## src/rtl/mdu_if.sv

```systemverilog
// Start/busy/done handshake and operand/result buses between the EX stage and the
// iterative multiply/divide unit.
interface mdu_if #(
  parameter int WIDTH = 32
);
  logic             start_i;
  logic [1:0]       op_i;
  logic [WIDTH-1:0] Op1_i;
  logic [WIDTH-1:0] Op2_i;
  logic             flush_i;
  logic             busy_o;
  logic             done_o;
  logic             div_zero_o;
  logic [WIDTH-1:0] hi_o;
  logic [WIDTH-1:0] lo_o;

  modport master (
    output start_i, op_i, Op1_i, Op2_i, flush_i,
    input  busy_o, done_o, div_zero_o, hi_o, lo_o
  );

  modport slave (
    input  start_i, op_i, Op1_i, Op2_i, flush_i,
    output busy_o, done_o, div_zero_o, hi_o, lo_o
  );
endinterface

```

## src/rtl/mdu_iter.sv

```systemverilog
// Iterative radix-2 MULT/MULTU/DIV/DIVU unit: shift-add multiply, restoring divide.
// state | meaning:  IDLE | waiting for start;  CALC | one radix-2 step per cycle;  FIX | sign fix + result write
module mdu_iter #(
  parameter int WIDTH = 32,
  parameter int CNT_W = 6
) (
  input logic   clk_i,
  input logic   rst_n_i,
  mdu_if.slave  bus
);
  localparam int W = WIDTH;

  typedef enum logic [1:0] {
    IDLE = 2'd0,
    CALC = 2'd1,
    FIX  = 2'd2
  } state_e;

  state_e           state_q;
  logic [CNT_W-1:0] count_q;
  logic [2*W-1:0]   acc_q;
  logic [W:0]       rem_q;
  logic [W-1:0]     b_q;
  logic             is_div_q;
  logic             neg_res_q;
  logic             neg_rem_q;
  logic             dz_q;
  logic             busy_q;
  logic             done_q;
  logic             div_zero_q;
  logic [W-1:0]     hi_q;
  logic [W-1:0]     lo_q;

  logic           signed_op;
  logic           op1_neg;
  logic           op2_neg;
  logic [W-1:0]   op1_mag;
  logic [W-1:0]   op2_mag;
  logic [W:0]     mul_sum;
  logic [2*W-1:0] mul_d;
  logic [W+1:0]   div_trial;
  logic [W+1:0]   div_diff;
  logic [W:0]     rem_d;
  logic [W-1:0]   quo_d;
  logic [2*W-1:0] prod_fix;
  logic [W-1:0]   quo_fix;
  logic [W-1:0]   rem_fix;

  always_comb begin
    signed_op = ~bus.op_i[0];
    op1_neg   = signed_op & bus.Op1_i[W-1];
    op2_neg   = signed_op & bus.Op2_i[W-1];
    op1_mag   = op1_neg ? -bus.Op1_i : bus.Op1_i;
    op2_mag   = op2_neg ? -bus.Op2_i : bus.Op2_i;

    mul_sum   = {1'b0, acc_q[2*W-1:W]} + (acc_q[0] ? {1'b0, b_q} : '0);
    mul_d     = {mul_sum, acc_q[W-1:1]};

    // Borrow out of the W+2 bit subtraction means the trial remainder is below the divisor.
    div_trial = {rem_q, acc_q[W-1]};
    div_diff  = div_trial - {2'b00, b_q};
    rem_d     = div_diff[W+1] ? div_trial[W:0] : div_diff[W:0];
    quo_d     = {acc_q[W-2:0], ~div_diff[W+1]};

    prod_fix  = neg_res_q ? -acc_q : acc_q;
    quo_fix   = neg_res_q ? -acc_q[W-1:0] : acc_q[W-1:0];
    rem_fix   = neg_rem_q ? -rem_q[W-1:0] : rem_q[W-1:0];
  end

  always_ff @(posedge clk_i or negedge rst_n_i) begin
    if (!rst_n_i) begin
      state_q    <= IDLE;
      count_q    <= '0;
      acc_q      <= '0;
      rem_q      <= '0;
      b_q        <= '0;
      is_div_q   <= 1'b0;
      neg_res_q  <= 1'b0;
      neg_rem_q  <= 1'b0;
      dz_q       <= 1'b0;
      busy_q     <= 1'b0;
      done_q     <= 1'b0;
      div_zero_q <= 1'b0;
      hi_q       <= '0;
      lo_q       <= '0;
    end else begin
      done_q <= 1'b0;
      case (state_q)
        IDLE: begin
          if (bus.start_i && !bus.flush_i) begin
            is_div_q  <= bus.op_i[1];
            neg_res_q <= op1_neg ^ op2_neg;
            neg_rem_q <= op1_neg;
            b_q       <= op2_mag;
            rem_q     <= '0;
            count_q   <= '0;
            busy_q    <= 1'b1;
            // A zero divisor skips the iterations; the raw dividend is parked for hi_o.
            if (bus.op_i[1] && (bus.Op2_i == '0)) begin
              dz_q    <= 1'b1;
              acc_q   <= {{W{1'b0}}, bus.Op1_i};
              state_q <= FIX;
            end else begin
              dz_q    <= 1'b0;
              acc_q   <= {{W{1'b0}}, op1_mag};
              state_q <= CALC;
            end
          end
        end
        CALC: begin
          if (bus.flush_i) begin
            busy_q  <= 1'b0;
            state_q <= IDLE;
          end else begin
            if (is_div_q) begin
              rem_q        <= rem_d;
              acc_q[W-1:0] <= quo_d;
            end else begin
              acc_q <= mul_d;
            end
            count_q <= count_q + 1'b1;
            if (count_q == CNT_W'(W-1)) begin
              state_q <= FIX;
            end
          end
        end
        FIX: begin
          busy_q  <= 1'b0;
          state_q <= IDLE;
          if (!bus.flush_i) begin
            done_q     <= 1'b1;
            div_zero_q <= dz_q;
            if (dz_q) begin
              hi_q <= acc_q[W-1:0];
              lo_q <= '1;
            end else if (is_div_q) begin
              hi_q <= rem_fix;
              lo_q <= quo_fix;
            end else begin
              {hi_q, lo_q} <= prod_fix;
            end
          end
        end
        default: begin
          busy_q  <= 1'b0;
          state_q <= IDLE;
        end
      endcase
    end
  end

  assign bus.busy_o     = busy_q;
  assign bus.done_o     = done_q;
  assign bus.div_zero_o = div_zero_q;
  assign bus.hi_o       = hi_q;
  assign bus.lo_o       = lo_q;
endmodule

```

## src/flat_wrapper.sv

```systemverilog
// flat-port wrapper written by rule: the top's interface ports become plain ports
module mdu_iter_flat 
#(
  parameter int WIDTH = 32,
  parameter int CNT_W = 6
)
  (clk_i, rst_n_i, bus_start_i, bus_op_i, bus_Op1_i, bus_Op2_i, bus_flush_i, bus_busy_o, bus_done_o, bus_div_zero_o, bus_hi_o, bus_lo_o);
  mdu_if #(.WIDTH(WIDTH)) bus_i ();
  input logic clk_i;
  input logic rst_n_i;
  input wire logic [$bits(bus_i.start_i)-1:0] bus_start_i;
  input wire logic [$bits(bus_i.op_i)-1:0] bus_op_i;
  input wire logic [$bits(bus_i.Op1_i)-1:0] bus_Op1_i;
  input wire logic [$bits(bus_i.Op2_i)-1:0] bus_Op2_i;
  input wire logic [$bits(bus_i.flush_i)-1:0] bus_flush_i;
  output wire logic [$bits(bus_i.busy_o)-1:0] bus_busy_o;
  output wire logic [$bits(bus_i.done_o)-1:0] bus_done_o;
  output wire logic [$bits(bus_i.div_zero_o)-1:0] bus_div_zero_o;
  output wire logic [$bits(bus_i.hi_o)-1:0] bus_hi_o;
  output wire logic [$bits(bus_i.lo_o)-1:0] bus_lo_o;
  assign bus_i.start_i = bus_start_i;
  assign bus_i.op_i = bus_op_i;
  assign bus_i.Op1_i = bus_Op1_i;
  assign bus_i.Op2_i = bus_Op2_i;
  assign bus_i.flush_i = bus_flush_i;
  assign bus_busy_o = bus_i.busy_o;
  assign bus_done_o = bus_i.done_o;
  assign bus_div_zero_o = bus_i.div_zero_o;
  assign bus_hi_o = bus_i.hi_o;
  assign bus_lo_o = bus_i.lo_o;
  mdu_iter #(.WIDTH(WIDTH), .CNT_W(CNT_W)) u_core (.clk_i(clk_i), .rst_n_i(rst_n_i), .bus(bus_i));
endmodule
```

## config.mk

```make
export PLATFORM = sky130hd
export DESIGN_NAME = mdu_iter_flat
export DESIGN_NICKNAME = d
export VERILOG_FILES = /design/src/rtl/mdu_if.sv /design/src/rtl/mdu_iter.sv /design/src/flat_wrapper.sv
export SDC_FILE = /design/constraint.sdc
export NUM_CORES = 1
export LEC_CHECK = 0
export BUFFER_PORTS_ARGS = -buffer_cell sky130_fd_sc_hd__buf_2
export CELL_PAD_IN_SITES_DETAIL_PLACEMENT = 1
export CELL_PAD_IN_SITES_GLOBAL_PLACEMENT = 2
export CORE_AREA = 2 2 203 205
export CTS_CLUSTER_SIZE = 14
export DETAILED_ROUTE_END_ITERATION = 10
export DIE_AREA = 0 0 205 207
export PLACE_DENSITY_LB_ADDON = 0.25
export SLEW_MARGIN = 5
export SYNTH_ARGS = -nofsm -noshare
export SYNTH_HDL_FRONTEND = slang
export SYNTH_SLANG_ARGS = --single-unit
```

## constraint.sdc

```tcl
create_clock -name clk_i -period 8.47 [get_ports clk_i]
set_input_delay 0.4235 -clock clk_i [delete_from_list [all_inputs] [get_ports clk_i]]
set_output_delay 0.4235 -clock clk_i [all_outputs]
set_load 0.02 [all_outputs]
```

Yosys cells after proc, flatten, opt, wreduce, memory -nomap -nowiden
Cells that the tools add are included.
{ "totals": {"input_bits": 70, "output_inout_bits": 67, "wordCells": 86, "register_bits": 208} }
{ "classes": {"reduce_logical": 13, "bitwise": 6, "addsub": 8, "n_eq_ne": 9, "mux": 35} }
{ "op_table": {"columns": ["cell", "n"], "rows": [
  ["$mux W32", 12],
  ["$mux W64", 3],
  ["$mux W33", 4],
  ["$neg A32 Y32", 4],
  ["$pmux W64 S2", 1],
  ["$pmux W33 S2", 1],
  ["$neg A64 Y64", 1],
  ["$sub A34 B32 Y34", 1],
  ["$add A32 B33 Y33", 1],
  ["$logic_not A32 Y1", 1],
  ["$mux W6", 2],
  ["$pmux W6 S2", 1],
  ["$mux W2", 4],
  ["$reduce_and A2 Y1", 4],
  ["$reduce_and A4 Y1", 2],
  ["$add A6 B1 Y6 const B", 1],
  ["$eq A6 B5 Y1 const B", 1],
  ["$ne A2 B2 Y1 const B", 3],
  ["$mux W1", 5],
  ["$ne A2 B1 Y1 const B", 2],
  ["$pmux W2 S2", 1],
  ["$ne A3 B2 Y1 const B", 1],
  ["$not A1 Y1", 3],
  ["$reduce_and A3 Y1", 1],
  ["other kinds (9)", 11]
]} }

Logic depth before layout (Yosys ltp)
{ "logic_depth": {"depth_word": 6, "depth_mapped": 14, "depth_no_buf": 13} }

Worst setup path before layout
Ideal clock, no wire load.
{ "synth_timing": {"kind": "flip-flop to flip-flop", "from": "reg u_core.acc_q[0]", "to": "reg u_core.hi_q[24], in the netlist u_core.bus.hi_o[24]", "path_slack_ps": 4878, "arrival_ps": 3515, "t_required_ps": 8393, "period_less_slack_ps": 3592, "setup_ps": 77, "path_stages_with_launch": 15, "cell_sequence": "dfrtp_1 inv_1 clkbuf_1 ha_1 or3b_1 or4_1 buf_2 or4_4 buf_6 o41ai_4 xnor2_1 nor2_1 a211oi_1 a21oi_1 o21ai_1"} }
{ "synth_between": {"elab_chain_cells": 4} }
{ "synth_lines": {"columns": ["item", "line", "source"], "rows": [
  ["from (decl)", "mdu_iter.sv:21", "logic [2*W-1:0] acc_q;"],
  ["from (signal assigned)", "mdu_iter.sv:101", "acc_q <= {{W{1'b0}}, bus.Op1_i};"],
  ["from (signal assigned)", "mdu_iter.sv:105", "acc_q <= {{W{1'b0}}, op1_mag};"],
  ["from (signal, indexed assignment)", "mdu_iter.sv:117", "acc_q[W-1:0] <= quo_d;"],
  ["$neg A64 Y64", "mdu_iter.sv:65", "prod_fix = neg_res_q ? -acc_q : acc_q;"],
  ["$mux W64", "mdu_iter.sv:65", null],
  ["$mux W32", "mdu_iter.sv:136", "end else if (is_div_q) begin"],
  ["$mux W32", "mdu_iter.sv:133", "if (dz_q) begin"],
  ["to (signal assigned)", "mdu_iter.sv:134", "hi_q <= acc_q[W-1:0];"],
  ["to (signal assigned)", "mdu_iter.sv:137", "hi_q <= rem_fix;"],
  ["to (signal assigned)", "mdu_iter.sv:140", "{hi_q, lo_q} <= prod_fix;"],
  ["to (decl)", "mdu_iter.sv:31", "logic [W-1:0] hi_q;"]
]} }
No other way between the ends.
A chain may end at the register's enable or synchronous reset.

Worst setup path after layout
{ "layout_timing": {"from": "reg u_core.acc_q[0]", "to": "reg u_core.acc_q[61]"} }
{ "layout_between": {"elab_chain_cells": 5} }
{ "layout_lines": {"columns": ["item", "line", "source"], "rows": [
  ["$mux W32", "mdu_iter.sv:56", "mul_sum = {1'b0, acc_q[2*W-1:W]} + (acc_q[0] ? {1'b0, b_q} : '0);"],
  ["$add A32 B33 Y33", "mdu_iter.sv:56", null],
  ["$mux W32", "mdu_iter.sv:115", "if (is_div_q) begin"],
  ["$mux W64", "mdu_iter.sv:111", "if (bus.flush_i) begin"],
  ["$pmux W64 S2", "mdu_iter.sv:88", "case (state_q)"]
]} }
No other way between the ends. The select of a mux whose other input is x is not followed.

==> results.cfg <==
[outcome]
outcome = complete, no violations

[worst_setup_path]
cp-startpoint = u_core.acc_q[0]
slowest_stage = o311ai_0
critPathRequiredTime_ps = 8910
cp-start-kind = flip-flop
critPathKind = reg -> reg
rr_endpoint = u_core.acc_q[61]
r2r_setup_slack_ps = 4160
cp_cell_sequence = inv_1 -> buf_4 -> nor2_1 -> ha_1 -> and3_1 -> and3_1 -> o211ai_1 -> nand4_1 -> a31oi_1 -> o311ai_0 -> a21oi_1 -> a222oi_1 -> o21ai_0
cp_data_arrival_time_ps = 4750
ff2ff_path_depth = 13
cp_max_fo = 31
crit_top_cell = and3_1
rr_startpoint = u_core.acc_q[0]
critical_path.max_stage_delay_ps = 980
worst_setup_path_end_kind = flip-flop

[synthesis]
synth_edf_count = 0
ys_seq_area_frac = 0.328
syn_nets = 2079
ys_seq_elements = 208
synthArstFlopShare = 1.00
syn_area_per_cell_sq_um = 8.19
postSynthCellCount = 1938
syn_area_sq_um = 15900
synth-warning-count = 0
synth.distinct_cells = 73
synth-main-ff-cell = dfrtp_1

[global_routing]
grt_pass1_wl_um = 89200
grt_pass1_vias = 15248
grt_overflow = 0
antenna_found_initial = 1
grt_usage = 0.266
grt_max_degree = 96

[sta]
max_slew.worst_pin.slew_ps = 1150
worst_hold_slack_ps = 166
postLayoutSetupSlackWorst_ps = 4160
timing.final.crit_share = 0.509
final-setup-viol-count = 0
drv_slew = 0
rsz0062_at_grt = false
timing.fmax_mhz = 232
final.setup_skew_ps = 27.1
max_slew_margin = 0.230
min_period_ps = 4310
hold_viol_final = 0
tns_ps = 0

[cells_and_area]
area_delta_synth_final_pct = 12.9
final_core_util = 0.444
diodes = 0
regArea_sq_um = 5210
nets = 2158
stdcell_area_sq_um = 17900
drive_above_1_share = 0.122
multiInputGateArea_sq_um = 9980
final_common_cell = nand2_1
final_cells = 2567
fillers = 4958
layout_common_cells = nand2_1, dfrtp_1, a21oi_1, o21ai_0, nor2_1

[placed_design]
place_area_sq_um = 17000
dp_cells = 2520
numPortBuffers = 136
dp_slack_ps = 4160
dp_hpwl_um = 43400
gp_congestion = 0.893

[worst_hold_path]
worstHoldPathCells = 3
min_to = u_core.b_q[1]
min_path_type = in -> reg
min_from = bus_Op2_i[1]

[job]
max_cap_violations = 0

[cts]
clk_pin_slew_ps = 60
cts_buffer_depth = 3
cts-resized-gates = 0
clock-sinks = 208
cts_setup_buffers = 0
holdBufCountCts = 1
htreeDepth = 1
cts_buffers = 26
clk_latency_ps = 570
cts_tree = yes
clockRootBuffer = clkbuf_16

[routing]
vias_per_cell = 5.85
vias = 15024
routed_wl_um = 56700
ant_nets = 0
routedWlPerCell_um = 22.1
drcViolationCount = 0
drt-initial-drc-count = 861
dr.pass1.iters = 5

[floorplan]
start_util = 0.393
die_w_um = 205
io_pins = 137
core_area_sq_um = 40400
rows = 74
die_area_sq_um = 42400
die_y_um = 207

[power]
p_leak_nw = 7.98
peakVddDrop_mv = 0.182
total_power_mw = 4.87
power_density_nw_per_um2 = 272
-- metal layers --
layer / up-vias / share of wire / global-route usage
li1: 7176 / - / -
met1: 7392 / 0.45 / 0.357
met2: 336 / 0.45 / 0.425
met3: 118 / 0.046 / 0.0382
met4: 2 / 0.050 / 0.113
met5: - / 0.00023 / 0
-- cell usage after synthesis (all sizes together), types with 4 or more instances --
cell	count	share of area
inv	66	0.016
o311ai	4	0.0022
o21ai	182	0.057
and3	16	0.0063
a41oi	4	0.0022
o31a	6	0.0033
ha	69	0.054
a21o	30	0.014
nor4	13	0.0051
a211o	5	0.0028
xnor2	88	0.049
buf	15	0.0047
nand2b	12	0.0047
nand3b	4	0.0019
nor2	156	0.037
a21oi	180	0.057
or2	10	0.0039
mux2i	37	0.023
clkbuf	101	0.024
o21bai	5	0.0024
a32o	4	0.0025
nor2b	15	0.0059
a21boi	6	0.0028
or4	34	0.017
o21a	9	0.0043
a221o	17	0.011
nand2	206	0.049
a211oi	15	0.0071
o211ai	17	0.0080
xor2	115	0.063
nand4	21	0.0083
o22ai	5	0.0020
a311o	4	0.0025
dfrtp	208	0.33
nor3	33	0.011
a31oi	15	0.0059
and2	7	0.0028
o31ai	46	0.023
or3	22	0.0087
nand3	55	0.017
o41ai	21	0.015
a22o	25	0.014
-- sequential cells by signal (all words and copies together), names as in the netlist --
register and cells:
u_core.neg_res_q 1, u_core.is_div_q 1, u_core.neg_rem_q 1, u_core.bus.hi_o 32
u_core.rem_q 33, u_core.acc_q 64, u_core.state_q 2, u_core.dz_q 1
u_core.bus.done_o 1, u_core.bus.div_zero_o 1, u_core.b_q 32, u_core.bus.busy_o 1
u_core.bus.lo_o 32, u_core.count_q 6
-- cells by family (layout without fill, tap and decap cells) --
family | count (synthesis) | in the layout | share of synthesized area
AO/OA/AOI/OAI | 621 | 621 | 0.251
XOR/XNOR | 203 | 203 | 0.112
AND/OR/NAND/NOR | 613 | 613 | 0.183
multiplexers | 39 | 39 | 0.0248
buffers and inverters | 183 | 280 | 0.0444
adder cells (fa/ha/maj) | 71 | 71 | 0.0569
flip-flops | 208 | 208 | 0.328
-- where the power goes --
part | total, mW | switching [mW] | internal, mW
Combinational | 2.04 | 1.29 | 0.747
Clock | 1.17 | 0.465 | 0.705
Sequential | 1.66 | 0.381 | 1.28
Total | 4.87 | 2.14 | 2.73
-- critical path, delay by kind of cell, from the launching register on --
family                     cells  cell delay, ps
DFF                            1             560
buffers and inverters          2             540
and+or+nand+nor                4             670
adders and majority gates      1             390
AOI/OAI and AO/OA              6            2010
-- cell type report --
| type | instances | share of cell area |
|---|---|---|
| clock buffer | 36 | 0.0417 |
| clock inverter | 10 | 0.00775 |
| inverter | 67 | 0.0140 |
| multi-input combinational | 1547 | 0.557 |
| sequential | 208 | 0.291 |
| tap | 532 | 0.0371 |
| timing repair buffer | 167 | 0.0516 |
-- worst max path at each step --
| stage | endpoint | cells past startpoint |
|---|---|---|
| 2_1_floorplan | u_core.bus.hi_o[24] | 14 |
| 3_3_place_gp | u_core.acc_q[61] | 13 |
| 3_5_place_dp | u_core.acc_q[61] | 13 |
| 4_1_cts | u_core.acc_q[61] | 13 |
| 5_1_grt | u_core.acc_q[61] | 13 |
| 6_report | u_core.acc_q[61] | 13 |
Note: power is estimated with default switching activity, not from simulation.
